**src/rtl/sasa_cam_array.sv**
```systemverilog
// sasa_cam_array: QK score CAM facing the SASA controller, with a registered search and a chunked subtract.
// Optional macro SASA_CAM_SAT_EN makes the subtract saturate at zero; without it the subtract wraps.
module sasa_cam_array #(
  parameter int CAM_LEN   = 16,
  parameter int DATA_W    = 8,
  parameter int IDX_W     = 4,
  parameter int SUB_LANES = 4
) (
  input  logic               clk,
  input  logic               reset,
  input  logic               wr_en,
  input  logic [IDX_W-1:0]   wr_addr,
  input  logic [DATA_W-1:0]  wr_data,
  input  logic               clear,
  input  logic               search_en,
  input  logic [DATA_W-1:0]  data4CAM,
  output logic [CAM_LEN-1:0] MatchVector,
  output logic               match_valid,
  input  logic               sub_en,
  input  logic [CAM_LEN-1:0] SUB_MatchVector,
  input  logic [DATA_W-1:0]  sub_val,
  output logic               busy,
  output logic               sub_done
);

  localparam int NUM_CHUNKS = CAM_LEN / SUB_LANES;
  localparam int CHUNK_W    = (NUM_CHUNKS > 1) ? $clog2(NUM_CHUNKS) : 1;
  localparam logic [CHUNK_W-1:0] LAST_CHUNK = CHUNK_W'(NUM_CHUNKS - 1);

  typedef enum logic [1:0] {IDLE, SUB, DONE} state_t;

  state_t              state, state_next;
  logic [CHUNK_W-1:0]  chunk, chunk_next;
  logic [DATA_W-1:0]   entry [CAM_LEN];
  logic [CAM_LEN-1:0]  valid;
  logic [CAM_LEN-1:0]  cap_vec;
  logic [DATA_W-1:0]   cap_val;
  logic [CAM_LEN-1:0]  hit;
  logic                accept;

  // Commands are only honoured while idle; anything arriving mid-subtract is dropped.
  assign accept   = (state == IDLE);
  assign busy     = (state != IDLE);
  assign sub_done = (state == DONE);

  function automatic logic [DATA_W-1:0] sub_one(input logic [DATA_W-1:0] a,
                                                input logic [DATA_W-1:0] b);
`ifdef SASA_CAM_SAT_EN
    return (a >= b) ? a - b : '0;
`else
    return a - b;
`endif
  endfunction

  always_comb begin
    hit = '0;
    for (int i = 0; i < CAM_LEN; i++) begin
      hit[i] = valid[i] && (entry[i] == data4CAM);
    end
  end

  always_ff @(posedge clk) begin
    if (reset) begin
      state <= IDLE;
      chunk <= '0;
    end else begin
      state <= state_next;
      chunk <= chunk_next;
    end
  end

  always_comb begin
    state_next = state;
    chunk_next = chunk;
    case (state)
      IDLE: begin
        if (sub_en) begin
          state_next = SUB;
          chunk_next = '0;
        end
      end
      SUB: begin
        if (chunk == LAST_CHUNK) begin
          state_next = DONE;
          chunk_next = '0;
        end else begin
          chunk_next = chunk + CHUNK_W'(1);
        end
      end
      DONE:    state_next = IDLE;
      default: state_next = IDLE;
    endcase
  end

  always_ff @(posedge clk) begin
    if (reset) begin
      cap_vec <= '0;
      cap_val <= '0;
    end else if (accept && sub_en) begin
      cap_vec <= SUB_MatchVector;
      cap_val <= sub_val;
    end
  end

  // Search samples the pre-write contents; a write in the same cycle as clear survives the clear.
  always_ff @(posedge clk) begin
    if (reset) begin
      valid       <= '0;
      MatchVector <= '0;
      match_valid <= 1'b0;
    end else begin
      match_valid <= accept && search_en;
      if (accept && search_en) MatchVector <= hit;
      if (accept && clear) valid <= '0;
      if (accept && wr_en) valid[wr_addr] <= 1'b1;
    end
  end

  always_ff @(posedge clk) begin
    if (!reset) begin
      if (accept && wr_en) begin
        entry[wr_addr] <= wr_data;
      end else if (state == SUB) begin
        for (int i = 0; i < CAM_LEN; i++) begin
          if ((int'(chunk) == i / SUB_LANES) && cap_vec[i] && valid[i]) begin
            entry[i] <= sub_one(entry[i], cap_val);
          end
        end
      end
    end
  end

endmodule

```
**config.mk**
```make
export PLATFORM = sky130hd
export DESIGN_NAME = sasa_cam_array
export DESIGN_NICKNAME = d
export VERILOG_FILES = /design/src/rtl/sasa_cam_array.sv
export SDC_FILE = /design/constraint.sdc
export NUM_CORES = 1
export LEC_CHECK = 0
export CAP_MARGIN = 30
export CORE_ASPECT_RATIO = 1.75
export CORE_MARGIN = 2
export CORE_UTILIZATION = 25
export DETAILED_ROUTE_END_ITERATION = 10
export MAX_ROUTING_LAYER = met4
export SLEW_MARGIN = 20
export SYNTH_ARGS = -nofsm -noshare
export SYNTH_HDL_FRONTEND = slang
export SYNTH_SLANG_ARGS = --single-unit
```
**constraint.sdc**
```tcl
create_clock -name clk -period 3.1 [get_ports clk]
set_input_delay 0.62 -clock clk [delete_from_list [all_inputs] [get_ports clk]]
set_output_delay 0.62 -clock clk [all_outputs]
set_load 0.02 [all_outputs]
```
==> qor.csv <==
metric,value,unit
power_switching_share,29.71,%
setup.worst_path.class,reg2out,
async_flop_share,0,%
highest_clock_rate,0.3792,GHz
result_of_the_run,"complete, no violations",
final_period_minus_worst_setup_slack,2.637,ns
grt_first_pass_wirelength,66.53,mm
crit_path_start_kind,flop,
clock_insertion_delay_worst_skew,0.47,ns
worst_r2r_startpoint,cap_val[0],
power.net_switching,1.791,mW
synth_sequential_area_ratio,37.23,%
timing.clock.skew,0.01262,ns
synth.avg_cell_area,9.332,um^2
post_route_cells_drive_above_1_share,7.161,%
syn-num-nets,1640,
number_of_synthesized_flops_with_an_enable_pin,128,
clock_group_share_of_total_power,36.6,%
die_height,312.6,um
largest_net_degree_at_the_start_of_global_routing,34,
rr_endpoint,entry[12][6],
maxCapViolations,0,
fin_util,29.58,%
critPathRequiredTime,2.48,ns
cp-end-kind,output pin,
drt.antenna.violating_nets,0,
fp.coreArea,54010,um^2
timing.max_slew.rel_slack,57.40,%
finalWorstSetupSlack,0.4628,ns
routed_wirelength,44.12,mm
synth_top_cells_by_area,"edfxtp_1 (28%), ha_1 (11%), xnor2_1 (10%)",
critical-path-max-stage-delay,0.55,ns
finalMaxSlewViolations,0,
postSynthRegisterBits,189,
commonest_non_fill_non_tap_cell_in_the_layout,nand2_1,
globalplace.congestion,0.8511,
critical_path.slowest_cell,clkdlybuf4s50_1,
grt_pass1_vias,11530,
cts-resized-gates,0,
ctsHtreeMaxLevel,4,
post_cts_buffers,0,
clock_sink_count,189,
cell_depth_of_the_worst_min_delay_path,2,
hold_path.class,reg2reg,
cp_data_arrival_time,2.02,ns
period_utilization_post_route,85.07,%
cellLeakagePower,5.830,nW
fraction_of_synthesized_cell_area_taken_by_the_top_area_cell_type,28.25,%
multi_input_area,8087,um^2
cts_tree,done,
cts_hold_buf,0,
most-common-layout-cells,"nand2_1 (218), xnor2_1 (161), o21ai_0 (138)",
primary_ff_master_synth,edfxtp_1,
drc_errors,0,
initial_utilization,25.19,%
combinational_group_share_of_total_power,17.9,%
cts_inserted_buffers,17,
pwr-share-seq,45.5,%
hold-path-endpoint,cap_val[5],
placement.io_buffers,68,
fp.dieArea,56380,um^2
critical_path.cell_chain,nor2_1 > inv_1 > clkdlybuf4s50_1,
worst_slack_at_placement,0.4272,ns
io-pin-count,69,
grt_setup_unrepaired,false,
setup.reg_to_reg.worst_slack,0.59,ns
detailroute.via_count,11210,
fin_nets,1719,
syn_std_cell_area,13610,um^2
peakVddDrop,411.2,uV
detail_route.first_pass.iterations,5,
finalSetupViolCount,0,
detailedPlacementHpwl,31.48,mm
viasPerCell,5.003,
postSynthCellCount,1458,
worstHoldStart,cap_val[5],
drt-wirelength-per-cell,19.70,um
chipWidth,180.3,um
insertedDiodeCount,0,
overflow,0,
worstRegToRegCells,9,
number_of_antenna_violations_at_the_first_check_in_global_routing,0,
fill_cells,5628,
sum_of_negative_setup_slack,0,ns
synth_area_leader_cell,edfxtp_1,
hold_viol_final,0,
path_clk_slew,0.08,ns
clk_path_buf_depth,2,
pwr_density_cell,377.3,nW/um^2
drc_marker_count_from_the_first_detailed_route_iteration,639,
synth_cell_types,41,
synthesis_warning_total,0,
timing_worst_slew_pin_value,0.6375,ns
area.growth.synth_to_final,17.44,%
intPower,4.237,mW
seqCellArea,5065,um^2
globalRouteTotalUtil,16.08,%
timing.critical_path.fanout_max,11,
clock-root-buffer,clkbuf_16,
fp-row-count,113,
## worst max path at each step
stage / start / end / slack, ns / cells after the start
after floorplan: cap_val[1] / entry[0][7] / 0.57 / 7
after global placement: wr_en / entry[10][5] / 0.40 / 5
after detailed placement: wr_en / entry[10][5] / 0.43 / 5
after CTS: state[0] / busy / 0.43 / 3
after global routing: state[0] / busy / 0.36 / 3
final: state[0] / busy / 0.46 / 3
## cell usage after synthesis (34+ instances only)
library cell and n:
o21ai_0 138, dfxtp_1 61, inv_1 43, edfxtp_1 128, nand2_1 218, nand3_1 34
nor2_1 38, xor2_1 49, ha_1 116, xnor2_1 161, a21oi_1 106, buf_2 39
## critical path: cells and delay by family (launching register included)
family / cells / cell delay [ns]
flip-flops: 1 / 0.42
buffers and inverters: 2 / 0.63
AND/OR/NAND/NOR: 1 / 0.49
## through the flow
step	hold WS [ns]	area, um^2	cells	power (mW)
floorplan	0.4363	13610	1458	3.477
global placement	0.4446	15400	2208	3.840
detailed placement	0.4528	15400	2208	3.870
CTS	0.4633	15980	2240	6.071
global route	0.4755	15980	2240	6.243
finish	0.4621	15980	2240	6.029
## metal layers
layer / up-vias / routed length [um] / global-route usage [%]
li1: 5383 / - / -
met1: 5340 / 16960 / 17.19
met2: 343 / 22230 / 28.08
met5: - / 0 / -
met3: 141 / 2278 / 2.296
met4: 0 / 2658 / 9.586
## area by class of cell
class,count,share of cell area [%]
Clock buffer,18,2.686
Timing Repair Buffer,124,7.643
Clock inverter,14,0.9475
Multi-Input combinational cell,1162,50.61
Inverter,43,1.010
Tap cell,690,5.403
Sequential cell,189,31.70
## cells by family (layout without fill, tap and decap cells)
kind of cell / count (synthesis) / after routing / share of synthesized area, %
compound gates: 403 / 403 / 17.91
xor+xnor: 210 / 210 / 13.52
fa+ha+maj: 132 / 132 / 13.02
buf+inv: 107 / 199 / 3.338
flops: 189 / 189 / 37.23
mux: 17 / 17 / 1.398
simple gates: 400 / 400 / 13.58
## flip-flops by register name, indices dropped and copies added, names as in the netlist
signal,flops
entry,128
state,2
cap_val,8
valid,16
MatchVector,16
cap_vec,16
match_valid,1
chunk,2
## power groups by stage
| stage | Clock (mW) | Sequential (mW) | Combinational, mW |
|---|---|---|---|
| 2_1_floorplan | 0 | 2.79 | 0.684 |
| 3_3_place_gp | 0 | 2.80 | 1.04 |
| 5_1_grt | 2.32 | 2.75 | 1.18 |
| 4_1_cts | 2.25 | 2.74 | 1.07 |
| 6_report | 2.21 | 2.74 | 1.08 |
| 3_5_place_dp | 0 | 2.80 | 1.07 |
No activity file was read; power rests on OpenSTA's default activity.
